<file path="src/rtl/instr_mem_loader_if.sv">
// rtl/instr_mem_loader_if.sv - load request, byte stream and memory write bus of the instruction loader
interface instr_mem_loader_if;
   logic        start;
   logic [6:0]  word_count;
   logic [7:0]  byte_in;
   logic        byte_valid;
   logic        byte_ready;
   logic        mem_we;
   logic [31:0] mem_addr;
   logic [31:0] mem_wdata;
   logic        busy;
   logic        done;
   logic        error;

   modport master (
      output start, word_count, byte_in, byte_valid,
      input  byte_ready, mem_we, mem_addr, mem_wdata, busy, done, error
   );

   modport slave (
      input  start, word_count, byte_in, byte_valid,
      output byte_ready, mem_we, mem_addr, mem_wdata, busy, done, error
   );
endinterface

</file>
<file path="src/rtl/instr_mem_loader.sv">
// rtl/instr_mem_loader.sv - assembles big-endian words from a byte stream and writes them to instruction memory
module instr_mem_loader #(
   parameter int SIZE = 64
) (
   input logic               clk,
   input logic               rst,
   instr_mem_loader_if.slave bus
);

   typedef enum logic [1:0] {IDLE, RECV, WRITE, DONE} state_t;

   localparam logic [7:0] SIZE_W = 8'(SIZE);

   state_t      state;
   state_t      state_next;
   logic [6:0]  count;
   logic [6:0]  word_idx;
   logic [1:0]  byte_idx;
   logic [23:0] partial;
   logic [31:0] addr_q;
   logic [31:0] wdata_q;
   logic        error_q;
   logic        accept;
   logic        req_zero;
   logic        req_ok;
   logic        last_word;

   assign accept    = bus.byte_valid && bus.byte_ready;
   assign req_zero  = (bus.word_count == 7'd0);
   assign req_ok    = !req_zero && ({1'b0, bus.word_count} <= SIZE_W);
   assign last_word = (word_idx == count - 7'd1);

   always_ff @(posedge clk) begin
      if (rst) begin
         state <= IDLE;
      end else begin
         state <= state_next;
      end
   end

   always_comb begin
      state_next = state;
      case (state)
         IDLE: begin
            if (bus.start) begin
               if (req_zero) begin
                  state_next = DONE;
               end else if (req_ok) begin
                  state_next = RECV;
               end
            end
         end
         RECV: begin
            if (accept && byte_idx == 2'd3) begin
               state_next = WRITE;
            end
         end
         WRITE: begin
            state_next = last_word ? DONE : RECV;
         end
         DONE: begin
            state_next = IDLE;
         end
         default: state_next = IDLE;
      endcase
   end

   always_comb begin
      bus.byte_ready = (state == RECV);
      bus.mem_we     = (state == WRITE);
      bus.busy       = (state != IDLE);
      bus.done       = (state == DONE);
   end

   // Address and data are captured with the 4th byte so they stay stable after the write.
   always_ff @(posedge clk) begin
      if (rst) begin
         count    <= 7'd0;
         word_idx <= 7'd0;
         byte_idx <= 2'd0;
         partial  <= 24'd0;
         addr_q   <= 32'd0;
         wdata_q  <= 32'd0;
         error_q  <= 1'b0;
      end else begin
         case (state)
            IDLE: begin
               if (bus.start) begin
                  if (req_zero || req_ok) begin
                     count    <= bus.word_count;
                     word_idx <= 7'd0;
                     byte_idx <= 2'd0;
                     error_q  <= 1'b0;
                  end else begin
                     error_q  <= 1'b1;
                  end
               end
            end
            RECV: begin
               if (accept) begin
                  if (byte_idx == 2'd3) begin
                     addr_q   <= {25'd0, word_idx};
                     wdata_q  <= {partial, bus.byte_in};
                     byte_idx <= 2'd0;
                  end else begin
                     partial  <= {partial[15:0], bus.byte_in};
                     byte_idx <= byte_idx + 2'd1;
                  end
               end
            end
            WRITE: begin
               if (!last_word) begin
                  word_idx <= word_idx + 7'd1;
                  byte_idx <= 2'd0;
               end
            end
            default: begin
            end
         endcase
      end
   end

   assign bus.mem_addr  = addr_q;
   assign bus.mem_wdata = wdata_q;
   assign bus.error     = error_q;

endmodule
</file>
<file path="src/flat_wrapper.sv">
// flat-port wrapper written by rule: the top's interface ports become plain ports
module instr_mem_loader_flat 
#(
   parameter int SIZE = 64
)
  (clk, rst, bus_start, bus_word_count, bus_byte_in, bus_byte_valid, bus_byte_ready, bus_mem_we, bus_mem_addr, bus_mem_wdata, bus_busy, bus_done, bus_error);
  instr_mem_loader_if bus_i ();
  input logic clk;
  input logic rst;
  input wire logic [$bits(bus_i.start)-1:0] bus_start;
  input wire logic [$bits(bus_i.word_count)-1:0] bus_word_count;
  input wire logic [$bits(bus_i.byte_in)-1:0] bus_byte_in;
  input wire logic [$bits(bus_i.byte_valid)-1:0] bus_byte_valid;
  output wire logic [$bits(bus_i.byte_ready)-1:0] bus_byte_ready;
  output wire logic [$bits(bus_i.mem_we)-1:0] bus_mem_we;
  output wire logic [$bits(bus_i.mem_addr)-1:0] bus_mem_addr;
  output wire logic [$bits(bus_i.mem_wdata)-1:0] bus_mem_wdata;
  output wire logic [$bits(bus_i.busy)-1:0] bus_busy;
  output wire logic [$bits(bus_i.done)-1:0] bus_done;
  output wire logic [$bits(bus_i.error)-1:0] bus_error;
  assign bus_i.start = bus_start;
  assign bus_i.word_count = bus_word_count;
  assign bus_i.byte_in = bus_byte_in;
  assign bus_i.byte_valid = bus_byte_valid;
  assign bus_byte_ready = bus_i.byte_ready;
  assign bus_mem_we = bus_i.mem_we;
  assign bus_mem_addr = bus_i.mem_addr;
  assign bus_mem_wdata = bus_i.mem_wdata;
  assign bus_busy = bus_i.busy;
  assign bus_done = bus_i.done;
  assign bus_error = bus_i.error;
  instr_mem_loader #(.SIZE(SIZE)) u_core (.clk(clk), .rst(rst), .bus(bus_i));
endmodule
</file>
<file path="config.mk">
export PLATFORM = sky130hd
export DESIGN_NAME = instr_mem_loader_flat
export DESIGN_NICKNAME = d
export VERILOG_FILES = /design/src/rtl/instr_mem_loader_if.sv /design/src/rtl/instr_mem_loader.sv /design/src/flat_wrapper.sv
export SDC_FILE = /design/constraint.sdc
export NUM_CORES = 1
export LEC_CHECK = 0
export ABC_AREA = 1
export CORE_ASPECT_RATIO = 0.7
export CORE_UTILIZATION = 52
export DETAILED_ROUTE_END_ITERATION = 12
export PLACE_DENSITY = 0.87
export SLEW_MARGIN = 10
export SYNTH_ARGS = -nofsm -noshare
export SYNTH_HDL_FRONTEND = slang
export SYNTH_SLANG_ARGS = --single-unit
</file>
<file path="constraint.sdc">
create_clock -name clk -period 3.88 [get_ports clk]
set_input_delay 0.776 -clock clk [delete_from_list [all_inputs] [get_ports clk]]
set_output_delay 0.776 -clock clk [all_outputs]
set_load 0.005 [all_outputs]
</file>
; After elaboration in Yosys (flattened, before gate mapping)
; Index checks and enable logic that the tools add are counted.
[totals]
register_bits = 82
in_bits = 19
word_cells = 58
[op_classes]
addsub = 3
magnitude_cmp = 1
eq_ne = 11
n_mux = 17
bitwise = 1
n_reduce_logical = 17
[ops]
columns = op, count
row1 = two-way mux 7 bit, 3
row2 = two-way mux 2 bit, 10
row3 = one-hot mux 7 bit (2 select lines), 1
row4 = AND reduction 3 bit, 4
row5 = "inequality test 2 bit, second input constant", 4
row6 = one-hot mux 2 bit (4 select lines), 1
row7 = "adder 7 x 1 -> 7 bit, second input constant", 1
row8 = equality test 7 bit, 1
row9 = "<= comparator 7 bit, second input constant", 1
row10 = logical NOT 7 bit, 1
row11 = "subtractor 7 x 1 -> 7 bit, second input constant", 1
row12 = "equality test 2 bit, second input constant", 3
row13 = one-hot mux 2 bit (3 select lines), 1
row14 = AND reduction 5 bit, 1
row15 = AND reduction 4 bit, 1
row16 = nonzero test 2 bit, 2
row17 = logical AND 1 bit, 3
row18 = "inequality test 3 x 1 -> 1 bit, second input constant", 1
row19 = nonzero test 3 bit, 1
row20 = "adder 2 x 1 -> 2 bit, second input constant", 1
row21 = "equality test 2 x 1 -> 1 bit, second input constant", 1
row22 = logical NOT 2 bit, 1
row23 = "inequality test 2 x 1 -> 1 bit, second input constant", 1
row24 = AND reduction 2 bit, 1
row25 = 4 further kinds, 4

; Logic depth before layout (Yosys ltp)
; Gate-level depths: netlist (run 1).
[depth]
word_depth = 7
mapped_depth = 13
mapped_depth_nobuf = 13

; Worst setup path before layout (run 1)
; OpenSTA, ideal clock, no wires.
[synth_timing]
kind = input to register
from = input port bus_word_count[4]
to = register u_core.word_idx[0]
arrival_ns = 1.619
required_time_ns = 3.767
setup_slack_ns = 2.148
cell_stages = 9
n_path_buf = 1
path_cell_list = nor2_1 nand3_1 nand2_1 a21oi_1 nor2_1 buf_2 nand3_1 nand2_1 nor2_1
[synth_between]
elab_chain_cells = 6
[synth_rtl]
columns = item, line
row1 = "start, declared", flat_wrapper.sv:11  ; input wire logic [$bits(bus_i.word_count)-1:0] bus_word_count;
row2 = branches (longest 3 deep; another with <= comparator 7 bit), --
row3 = logical OR 1 bit *, instr_mem_loader.sv:89  ; if (req_zero || req_ok) begin
row4 = inequality test 2 x 1 -> 1 bit (no line) *, --
row5 = AND reduction 4 bit (no line) *, --
row6 = "end signal, assigned", instr_mem_loader.sv:113  ; word_idx <= word_idx + 7'd1;
row7 = "end, declared", instr_mem_loader.sv:17  ; logic [6:0] word_idx;
; Mark *: on every way between the ends.
; A chain may end at the register's enable or synchronous reset.

; Final worst setup path (run 1)
[layout_timing]
from = input port bus_word_count[2]
to = register u_core.word_idx[4]
; Same word-level chain as after synthesis.

==> run metrics, run 1 <==
sequential standard cell area approximately 1600 um^2; CTS H-tree lvls 3; Worst Path Required around 4.2 ns; YS warnings 0; Clock Pin Slew Worst Setup and Hold Paths approximately 0.080 ns; clk root buf clkbuf_8; DIE HEIGHT between 70 and 80 um; Max Used Layer met4; Synth cell types 24; Max Clk Rate 0.412 GHz; commonest non-fill, non-tap cell in the layout nor2_1; Hold Path Depth 2; met2 wire length around 3600 um; first-pass GRT wire length ~13000 um; fin util 0.675; FP Rows 24; Worst R2R Start u_core.count[0]; leading post-synthesis cells by cell area dfxtp_1, o21ai_0, nor2_1, a21oi_1, inv_1; startpoint types primary input; CTS Buf Count 9; most frequent cells in the layout nor2_1, dfxtp_1, o21ai_0; crit path kind primary input to register; vias in the first global route between 2000 and 3000; Layout area overhead 20.7%; Synth area leader dfxtp_1; M1 WL 3810 um; Pleak roughly 1.7 nW; critical path capture point type register; clock latency on the worst-skew pair ~0.36 ns; final net count around 570; Gate Count Post-Synth roughly 500; cells on worst reg2reg path 13; crit path DAT between 2 and 3 ns; routed vias/inst about 5.0; core area roughly 6500 um^2; initial core utilization 0.559; # DRC 0; Clock Sinks roughly 80; clock skew roughly 0.015 ns; pin count of the biggest net entering global routing 64; Post-Syn Area around 3600 um^2; Post-Route WL slightly above 8000 um; CTS max path bufs 2; Multi-input gate area about 1500 um^2; status finished, final reports clean; min cycle time layout around 2.4 ns; initial antenna violation count 0; layout filler cell count 506; Vias 3179; layout cell share with drive strength beyond 1 0.0581; Initial DRC Count between 200 and 250; Total GRT Usage 0.236; CP endpoint u_core.word_idx[4]; crit-path max FO 11; final setup violation count 0; Power Density approximately 420 nW/um^2; number of max-cap violations 0; relative slew slack 0.478; Max VDD drop between 0.2 and 0.25 mV; TritonCTS clock tree done; Avg WL per Cell 12.7 um; reg-to-reg endpoint u_core.word_idx[4]; Ports between 80 and 90; fin crit share 0.625; register-to-register setup slack approximately 1.9 ns; syn avg cell area 7.27 um^2; setup_tns 0 ns; PortBufs 62; CTS Hold Buffers Added 0; Pins Over Slew Limit 0; Placed Instances 626; sequential share of the synthesized area 0.455; Worst-Margin Slew slightly below 0.8 ns; CTS resizes 0; Post CTS Setup Buffer Count 0; Antenna diodes 0; Critical Path Source bus_word_count[2]; WL met3 approximately 650 um; ANT nets after route 0; router iterations before antenna repair 6; routability cong. 0.909; Die Area 7280 um^2; top-area cell type share of the netlist area 0.455; die width roughly 100 um; RSZ-0062 raised after global routing false; final non-filler cell total about 640; Fin. Hold Viols 0; hpwl dp just under 6000 um; Yosys reg bits 82; Worst Hold Class register to register; GRT overflow 0
[cell families (layout without fill, tap and decap cells)]
family	after synthesis	after routing	share of synthesized area
buf+inv	113	144	0.148
other cells	1	25	0.00104
fa+ha+maj	3	3	0.0104
simple gates	162	162	0.189
xor+xnor	6	6	0.0146
compound gates	129	129	0.181
flops	82	82	0.455
[power by group]
| part | total, W | switching [W] | internal, W |
|---|---|---|---|
| Sequential | 0.000932 | 0.0000431 | 0.000889 |
| Combinational | 0.000270 | 0.000161 | 0.000110 |
| Clock | 0.000626 | 0.000324 | 0.000301 |
| Total | 0.00183 | 0.000528 | 0.00130 |
[cells in the mapped netlist (all sizes together)]
library cell	count
clkbuf	17
buf	33
o21ai	72
conb	1
dfxtp	82
nand3	19
nor2	85
nor3	1
a21oi	57
inv	63
xnor2	3
nand2	53
xor2	3
nor3b	2
nand3b	2
ha	3
[metrics by stage]
step	cell area, um^2	hold WS [ns]	setup slack (ns)	total power [W]
after floorplan	3700	0.440	2.15	0.00115
after global placement	4160	0.433	1.34	0.00120
after detailed placement	4160	0.435	1.22	0.00122
after CTS	4360	0.450	1.48	0.00183
after global routing	4360	0.468	1.37	0.00192
final	4360	0.448	1.45	0.00183
[registers in the layout (all words and copies together) (netlist names)]
register / cells
u_core.state: 2
u_core.bus.mem_addr: 7
u_core.byte_idx: 2
u_core.bus.error: 1
u_core.partial: 24
u_core.word_idx: 7
u_core.count: 7
u_core.bus.mem_wdata: 32
[worst min path at each step]
stage,startpoint,to
detailed placement,u_core.bus.mem_wdata[10],u_core.bus.mem_wdata[10]
global placement,u_core.bus.mem_wdata[4],u_core.bus.mem_wdata[4]
CTS,u_core.bus.mem_wdata[22],u_core.bus.mem_wdata[22]
floorplan,u_core.bus.mem_addr[6],u_core.bus.mem_addr[6]
finish,u_core.bus.mem_wdata[18],u_core.bus.mem_wdata[18]
global route,u_core.bus.mem_addr[0],u_core.bus.mem_addr[0]
[metal layers]
layer | up-vias | global-route usage
li1 | 1621 | -
met1 | 1415 | 0.320
met2 | 129 | 0.368
met3 | 14 | 0.0624
met4 | 0 | 0.0725
met5 | - | 0
[critical path, cell delays in order]
cell             delay, ns
clkdlybuf4s50_1       0.42
nor2_1                0.12
nand3_1               0.11
nand2_1               0.09
a21oi_1               0.10
nor2_1                0.61
nand3_1               0.23
a21oi_1               0.24
[layout make-up]
cell class              count  area share
flip-flops and latches     82       0.377
multi-input cells         325       0.349
repair buffers             65       0.148
inverters                  63      0.0543
clock buffers               9      0.0284
well taps                  91      0.0261
clock inverters             7      0.0175
Note: power is estimated with default switching activity, not from simulation.
==> inputs of run 2 (changes only) <==
- CORE_UTILIZATION: 52 -> 49
- PLACE_DENSITY: 0.87 -> 0.83
- clock period: 3.88 -> 2.35 ns (I/O delays scaled with it)
==> run 2 against run 1 <==
Sequential power grew 65%. Count of clock-buffer cells in the layout up 2. Register-to-register slack lost 1.5 ns. Sequential cell count is the same. Critical endpoint is now bus_byte_ready.
==> run metrics, run 2 (synthesized netlist as in run 1, its figures left out) <==
hpwl dp 5610 um (-3.3%); initial antenna violation count 0 (unchanged); Worst Path Required 1.88 ns (-2.28 ns); Worst Hold Launch u_core.bus.mem_wdata[19]; number of max-cap violations 0 (unchanged); core area 6940 um^2 (+7.6%); Post-Route WL 7930 um (-2.7%); first-pass GRT wire length 13300 um (+0.42%); Min-Delay Endpoint u_core.bus.mem_wdata[19]; Hold Path Depth 2 (unchanged); fin util 0.640 (-0.0346); Ports 88 (unchanged); Total GRT Usage 0.220 (-0.0155); worst stage delay on the critical path 0.54 ns (-0.07 ns); GRT overflow 0 (unchanged); register-to-register setup slack 0.44 ns (-1.48 ns); Critical Path Source u_core.state[0]; Fin. Hold Viols 0 (unchanged); Clock Sinks 82 (unchanged); CTS resizes 0 (unchanged); power consumption 0.00324 W (+77%); fin crit share 0.886; CP Cell Sequence inv_2 > nor2_4 > clkdlybuf4s50_1; CTS Buf Count 9 (unchanged); Worst R2R Start u_core.count[0]; Max Clk Rate 0.480 GHz; RSZ-0062 raised after global routing false; clk root buf clkbuf_8; Initial DRC Count 228 (-4.2%); die width 105 um (+3.0%); worst path bufs/invs 2 (+1); initial core utilization 0.519 (-0.0393); final setup violation count 0 (unchanged); Max VDD drop 0.399 mV (+75%); Antenna diodes 0 (unchanged); Multi-input gate area 1520 um^2 (unchanged); # DRC 0 (unchanged); crit path DAT 1.61 ns (-1.09 ns); DIE HEIGHT 73.8 um (+2.9%); critical path capture point type primary output; status finished, final reports clean; Pleak 1.73 nW (+2.9%); crit path kind register to primary output; Power Density 730 nW/um^2 (+74%); clock skew 0.00669 ns (-0.00873 ns); CP delay by family, top buffers and inverters; min cycle time layout 2.08 ns; routability cong. 0.829 (-8.8%); commonest non-fill, non-tap cell in the layout nor2_1; routed vias/inst 4.87 (-1.6%); clock latency on the worst-skew pair 0.35 ns (about the same); CTS H-tree lvls 3 (unchanged); Die Area 7710 um^2 (+6.0%); Worst Hold Class register to register; Layout area overhead 23.2%; startpoint types register; router iterations before antenna repair 4 (-2); TritonCTS clock tree done; slowest stage cell, crit path clkdlybuf4s50_1; CTS Hold Buffers Added 0 (unchanged); Avg WL per Cell 12.3 um (-3.5%); Post CTS Setup Buffer Count 0 (unchanged); Pins Over Slew Limit 0 (unchanged); setup_tns 0 ns (unchanged); cells on worst reg2reg path 10 (-3); vias in the first global route 2881 (+1.7%); CTS max path bufs 2 (unchanged); crit-path max FO 7 (-4); pin count of the biggest net entering global routing 62 (-3.1%); sequential standard cell area 1640 um^2 (unchanged); Clock Pin Slew Worst Setup and Hold Paths 0.08 ns (about the same); Vias 3153 (-0.82%); layout cell share with drive strength beyond 1 0.0615 (+0.00341); layout filler cell count 615 (+22%); PortBufs 62 (unchanged); most frequent cells in the layout nor2_1, dfxtp_1, o21ai_0; final net count 571 (+0.53%); reg-to-reg endpoint u_core.word_idx[5]; max reg flops 32 (unchanged); FP Rows 25 (+4.2%); ANT nets after route 0 (unchanged)
## run 2: metrics by stage
stage	setup slack, ns	hold slack (ns)	area (um^2)	instances
after floorplan	0.750	0.440	3700	520
after global placement	0.337	0.434	4190	632
after detailed placement	0.291	0.438	4190	632
after CTS	0.253	0.449	4440	647
after global routing	0.185	0.469	4440	647
final	0.268	0.447	4440	647
## run 2: cell type report
cell class                 count  area share
inverter                      63      0.0532
clock inverter                 4      0.0222
timing repair buffer          68       0.153
clock buffer                  11      0.0341
multi-input combinational    325       0.342
sequential                    82       0.369
tap                           94      0.0265
## run 2: layer usage
layer | global-route usage | wire length (um)
met2 | 0.345 | 3470
met3 | 0.0665 | 604
met5 | 0 | 0
met1 | 0.294 | 3760
met4 | 0.0683 | 86
## run 2: how the worst max path moves through the flow
stage,endpoint,slack [ns],cells after the start
floorplan,u_core.byte_idx[0],0.75,10
global placement,u_core.word_idx[6],0.34,10
detailed placement,u_core.word_idx[4],0.29,10
CTS,bus_byte_ready,0.25,3
global route,bus_byte_ready,0.18,3
finish,bus_byte_ready,0.27,3
## run 2: where the power goes
| group | switching, W | internal [W] | total [W] |
|---|---|---|---|
| clock | 0.000489 | 0.000760 | 0.00125 |
| combinational | 0.000268 | 0.000192 | 0.000460 |
| sequential | 0.0000681 | 0.00147 | 0.00154 |
## run 2: worst reg2reg max path: cells and delay by family (launching register included)
family	cells	cell delay (ns)
flops	1	0.35
simple gates	6	0.81
compound gates	1	0.13
xor+xnor	1	0.13
fa+ha+maj	1	0.32
buf+inv	1	0.11
==> variant 1 (flow settings as in run 2) <==
`SIZE` is set to 64 in 2 places; all go to 48.
--- a/src/rtl/instr_mem_loader.sv
+++ b/src/rtl/instr_mem_loader.sv
@@ -1,6 +1,6 @@
 // rtl/instr_mem_loader.sv - assembles big-endian words from a byte stream and writes them to instruction memory
 module instr_mem_loader #(
-   parameter int SIZE = 64
+   parameter int SIZE = 48
 ) (
    input logic               clk,
    input logic               rst,
--- a/src/flat_wrapper.sv
+++ b/src/flat_wrapper.sv
@@ -1,7 +1,7 @@
 // flat-port wrapper written by rule: the top's interface ports become plain ports
 module instr_mem_loader_flat 
 #(
-   parameter int SIZE = 64
+   parameter int SIZE = 48
 )
   (clk, rst, bus_start, bus_word_count, bus_byte_in, bus_byte_valid, bus_byte_ready, bus_mem_we, bus_mem_addr, bus_mem_wdata, bus_busy, bus_done, bus_error);
   instr_mem_loader_if bus_i ();
Function: changed (a bounded check fails within 4 cycles, from zero or initial values and one cycle with rst high).
==> variant 1 against run 2 <==
- area after synthesis is 0.52% higher
- worst setup slack worse by 0.048 ns
- sequential cell count stayed put
- total power is 6.2% lower
- register-to-register slack worse by 0.07 ns
- global-route usage is 0.43 points higher
- routed wire length is 5.5% higher
- via count is 1.8% higher
- clock power is 14% lower
- highest routed layer unchanged
- cell area is 0.96% lower
- core utilization is 0.61 points lower
- die area is 0.50% higher
- count of clock-buffer cells in the layout is 1 lower
==> variant 1: results (changes against run 2) <==
- Syn avg cell area: 7.28 sq um (was 7.27 sq um)
- Fillers: 587 (was 615)
- Place WS: 0.123 ns (was 0.291 ns)
- Status: complete, no violations (unchanged)
- First-pass GRT wire length: 13800 um (was 13300 um)
- Wire per inst: 12.9 um (was 12.3 um)
- Sequential-to-total area share from yosys stat: 45.3% (was 45.5%)
- Hold Crit Endpoint: u_core.bus.mem_addr[4]$_SDFFE_PP0P_ (was u_core.bus.mem_wdata[19]$_SDFFE_PP0P_)
- Leak pwr: 0.00178 uW (was 0.00173 uW)
- Routability Congestion: 0.873 (was 0.829)
- Hold_sp: u_core.bus.mem_addr[4]$_SDFFE_PP0P_ (was u_core.bus.mem_wdata[19]$_SDFFE_PP0P_)
- Synth Area in Compound Gates: 17.5% (was 18.1%)
- Worst Reg2Reg Path Length in Cells: 13 (was 10)
- Share of layout cells above drive strength 1: 5.78% (was 6.15%)
- Post-synthesis adder-cell area fraction: 1.04% (about the same)
- HPWL after DPL: 5800 um (was 5610 um)
- Arr. time, crit path: 1.66 ns (was 1.61 ns)
- DR vias/cell: 4.96 (was 4.87)
- Worst Skew: 0.00662 ns (was 0.00669 ns)
- DRT Wirelength: 8360 um (was 7930 um)
- Synth area leaders: dfxtp_1 (45%), o21ai_0 (9.8%), nor2_1 (7.9%) (was dfxtp_1 (46%), o21ai_0 (10%), nor2_1 (8.6%))
- First DRT Iteration DRCs: 246 (was 228)
- R2R setup slack: 0.37 ns (was 0.44 ns)
- Vias in the first global route: 2928 (was 2881)
- Drt first pass iters: 5 (was 4)
- All-Layer GR Usage: 22.5% (was 22.0%)
- Xor/xnor cell area share of the yosys netlist: 1.45% (was 1.46%)
variant 1: kinds of logic after synthesis:
group | Yosys count
buffers and inverters | 118
AOI/OAI and AO/OA | 126
adders and majority gates | 3
xor gates and xnor gates | 6
and+or+nand+nor | 162
DFF | 82
other | 1
variant 1: worst max path at each step:
stage	cells past startpoint	slack (ns)	end	from
2_1_floorplan	10	0.83	u_core.word_idx[0]$_SDFFE_PP0P_	u_core.count[0]$_SDFFE_PP0P_
3_3_place_gp	10	0.29	u_core.word_idx[1]$_SDFFE_PP0P_	bus_word_count[3]
3_5_place_dp	9	0.12	u_core.word_idx[3]$_SDFFE_PP0P_	bus_word_count[2]
4_1_cts	3	0.21	bus_byte_ready	u_core.state[0]$_SDFFE_PP0P_
5_1_grt	3	0.13	bus_byte_ready	u_core.state[0]$_SDFFE_PP0P_
6_report	3	0.22	bus_byte_ready	u_core.state[0]$_SDFFE_PP0P_
variant 1: routing by layer:
metal | up-vias | wire length, um | global-route usage [%]
li1 | 1627 | - | -
met1 | 1471 | 3850 | 30.3
met2 | 103 | 3820 | 36.1
met3 | 10 | 625 | 5.52
met4 | 0 | 67 | 7.36
met5 | - | 0 | 0
variant 1: stage by stage:
stage / util (%) / hold WS (ns) / total power, uW / cell area [sq um]
global route: 63.4 / 0.466 / 3180 / 4400
CTS: 63.4 / 0.451 / 3060 / 4400
floorplan: - / 0.430 / 1870 / 3720
global placement: 60.4 / 0.435 / 1970 / 4190
detailed placement: 60.4 / 0.439 / 2000 / 4190
finish: 63.4 / 0.447 / 3040 / 4400
variant 1: final cells by class:
class | instances | area share (%)
clock inverters | 6 | 1.65
clock buffers | 10 | 3.13
repair buffers | 65 | 14.9
flip-flops and latches | 82 | 37.3
well taps | 94 | 2.67
multi-input cells | 322 | 34.5
inverters | 69 | 5.88
variant 1: worst max-delay path, stage by stage, from the launching register on:
cell	delay, ns
dfxtp_1	0.51
inv_2	0.08
nor2_4	0.18
clkdlybuf4s50_1	0.54
variant 1: power groups by stage:
| stage | registers, uW | logic (uW) | clock network, uW |
|---|---|---|---|
| final | 1530 | 442 | 1070 |
| after global routing | 1540 | 506 | 1130 |
| after CTS | 1530 | 439 | 1090 |
| after detailed placement | 1560 | 434 | 0 |
| after global placement | 1560 | 416 | 0 |
| after floorplan | 1540 | 331 | 0 |
==> variant 2 (flow settings as in run 2) <==
Made on the original files. The 4 states of `state_t` get a one-hot encoding in 4 bits.
--- a/src/rtl/instr_mem_loader.sv
+++ b/src/rtl/instr_mem_loader.sv
@@ -7,7 +7,7 @@
    instr_mem_loader_if.slave bus
 );
 
-   typedef enum logic [1:0] {IDLE, RECV, WRITE, DONE} state_t;
+   typedef enum logic [3:0] {IDLE = 4'b0001, RECV = 4'b0010, WRITE = 4'b0100, DONE = 4'b1000} state_t;
 
    localparam logic [7:0] SIZE_W = 8'(SIZE);
 
Function: same outputs for any inputs over 10 cycles, from zero or initial values and one cycle with rst high; not proved beyond that.
==> variant 2 against run 2 <==
- first-iteration DRC count down 18%
- via count up 0.82%
- worst setup slack worse by 0.17 ns
- routed wire length up 3.3%
- die area up 1.8%
- sequential share of layout area up 0.47 points
- total power down 1.8%
- area after synthesis up 1.9%
- cell area up 1.2%
- sequential cell count up 2
- synthesized cell count down 2.6%
- largest power group unchanged
==> variant 2: results (changes against run 2) <==
- Status: complete, no violations (unchanged)
- Worst Reg2Reg Path Length in Cells: 13 (was 10)
- Number of I/O port buffers: 62 (unchanged)
- Crit path from: u_core.state[1]$_SDFFE_PP0P_ (was u_core.state[0]$_SDFFE_PP0P_)
- DR vias/cell: 4.96 (was 4.87)
- Top cells by count, synth: dfxtp_1 (84), o21ai_0 (71), a21oi_1 (70), nand2_1 (58), nor2_1 (51) (was nor2_1 (83), dfxtp_1 (82), o21ai_0 (72), inv_1 (59), a21oi_1 (55))
- Worst path max stage delay: 0.53 ns
- Top delay family on crit path: buffers and inverters (unchanged)
- Clock Latency Late Sink: 0.34 ns
- Leak pwr: 0.00183 uW (was 0.00173 uW)
- Post-layout nets: 561 (was 571)
- Share of layout cells above drive strength 1: 7.00% (was 6.15%)
- Worst Hold Class: flip-flop to flip-flop (unchanged)
- All-Layer GR Usage: 21.7% (was 22.0%)
- Distinct cell type count after synthesis: 31 (was 24)
- Sequential-to-total area share from yosys stat: 45.8% (was 45.5%)
- VDD IR max: 0.000339 V (was 0.000399 V)
- Synth area leaders: dfxtp_1 (46%), o21ai_0 (9.7%), a21oi_1 (9.5%) (was dfxtp_1 (46%), o21ai_0 (10%), nor2_1 (8.6%))
- Routability Congestion: 0.830 (was 0.829)
- Crit Path Max Fanout: 8 (was 7)
- Drt first pass iters: 6 (was 4)
- R2R setup slack: 0.45 ns
- Hold Crit Endpoint: u_core.bus.mem_wdata[26]$_SDFFE_PP0P_ (was u_core.bus.mem_wdata[19]$_SDFFE_PP0P_)
- CTS H-tree depth: 3 (unchanged)
- Vias in the first global route: 2884 (was 2881)
- HPWL after DPL: 5850 um (was 5610 um)
- Max FFs per register: 32 (unchanged)
- CTS Buf Count: 9 (unchanged)
- Clock slew at reported path FFs: 0.09 ns
- Worst r2r src: u_core.count[0]$_SDFFE_PP0P_ (unchanged)
- Yosys warns: 0 (unchanged)
- First DRT Iteration DRCs: 186 (was 228)
- Wire per inst: 12.8 um (was 12.3 um)
- Fillers: 621 (was 615)
- Largest net degree at the start of global routing: 62 (unchanged)
- Post-synth EDFFs: 0 (unchanged)
- First-pass GRT wire length: 13600 um (was 13300 um)
- Worst Skew: 0.00806 ns (was 0.00669 ns)
- Hold_sp: u_core.partial[18]$_SDFFE_PP0P_ (was u_core.bus.mem_wdata[19]$_SDFFE_PP0P_)
- Initial antenna violation count: 0 (unchanged)
- R2r endpoint: u_core.word_idx[4]$_SDFFE_PP0P_ (was u_core.word_idx[5]$_SDFFE_PP0P_)
- Arr. time, crit path: 1.78 ns (was 1.61 ns)
-- variant 2: per-stage QoR --
stage | hold WS (ns) | setup WS, ns | instance area, sq um | std cells
2_1_floorplan | 0.430 | 0.791 | 3760 | 507
3_3_place_gp | 0.442 | 0.438 | 4260 | 626
3_5_place_dp | 0.445 | 0.393 | 4260 | 626
4_1_cts | 0.448 | 0.0877 | 4500 | 641
5_1_grt | 0.478 | 0.00938 | 4500 | 641
6_report | 0.448 | 0.0980 | 4500 | 641
-- variant 2: layout make-up --
type                            instances  share of cell area (%)
Clock buffer                            9                    2.76
Clock inverter                          6                    2.50
Inverter                               51                    4.26
Multi-Input combinational cell        323                    34.7
Sequential cell                        84                    37.4
Tap cell                               98                    2.73
Timing Repair Buffer                   70                    15.7
-- variant 2: report_power, final --
group	internal, uW	switching [uW]
sequential	1480	41.5
clock	704	511
combinational	177	277
-- variant 2: metal layers --
metal / GRT usage (%) / part of all wire, % / vias up / wire [um]
met4: 3.86 / 0.45 / 0 / 37
li1: - / - / 1625 / -
met2: 36.0 / 46 / 100 / 3760
met1: 29.8 / 49 / 1450 / 4000
met3: 4.91 / 4.7 / 4 / 384
met5: 0 / 0 / - / 0
-- variant 2: worst max path at each step --
stage	depth (start not counted)	endpoint	slack, ns
global placement	8	u_core.count[4]$_SDFFE_PP0P_	0.44
floorplan	13	u_core.word_idx[0]$_SDFFE_PP0P_	0.79
detailed placement	9	u_core.byte_idx[0]$_SDFFE_PP0P_	0.39
global route	4	bus_mem_we	0.009
finish	4	bus_mem_we	0.1
CTS	4	bus_mem_we	0.09
-- variant 2: cells by family after synthesis --
logic type / share of synthesized area [%]
xor gates and xnor gates: 1.19
and+or+nand+nor: 17.9
other: 0.102
DFF: 45.8
buffers and inverters: 14.3
adders and majority gates: 1.02
AOI/OAI and AO/OA: 19.7
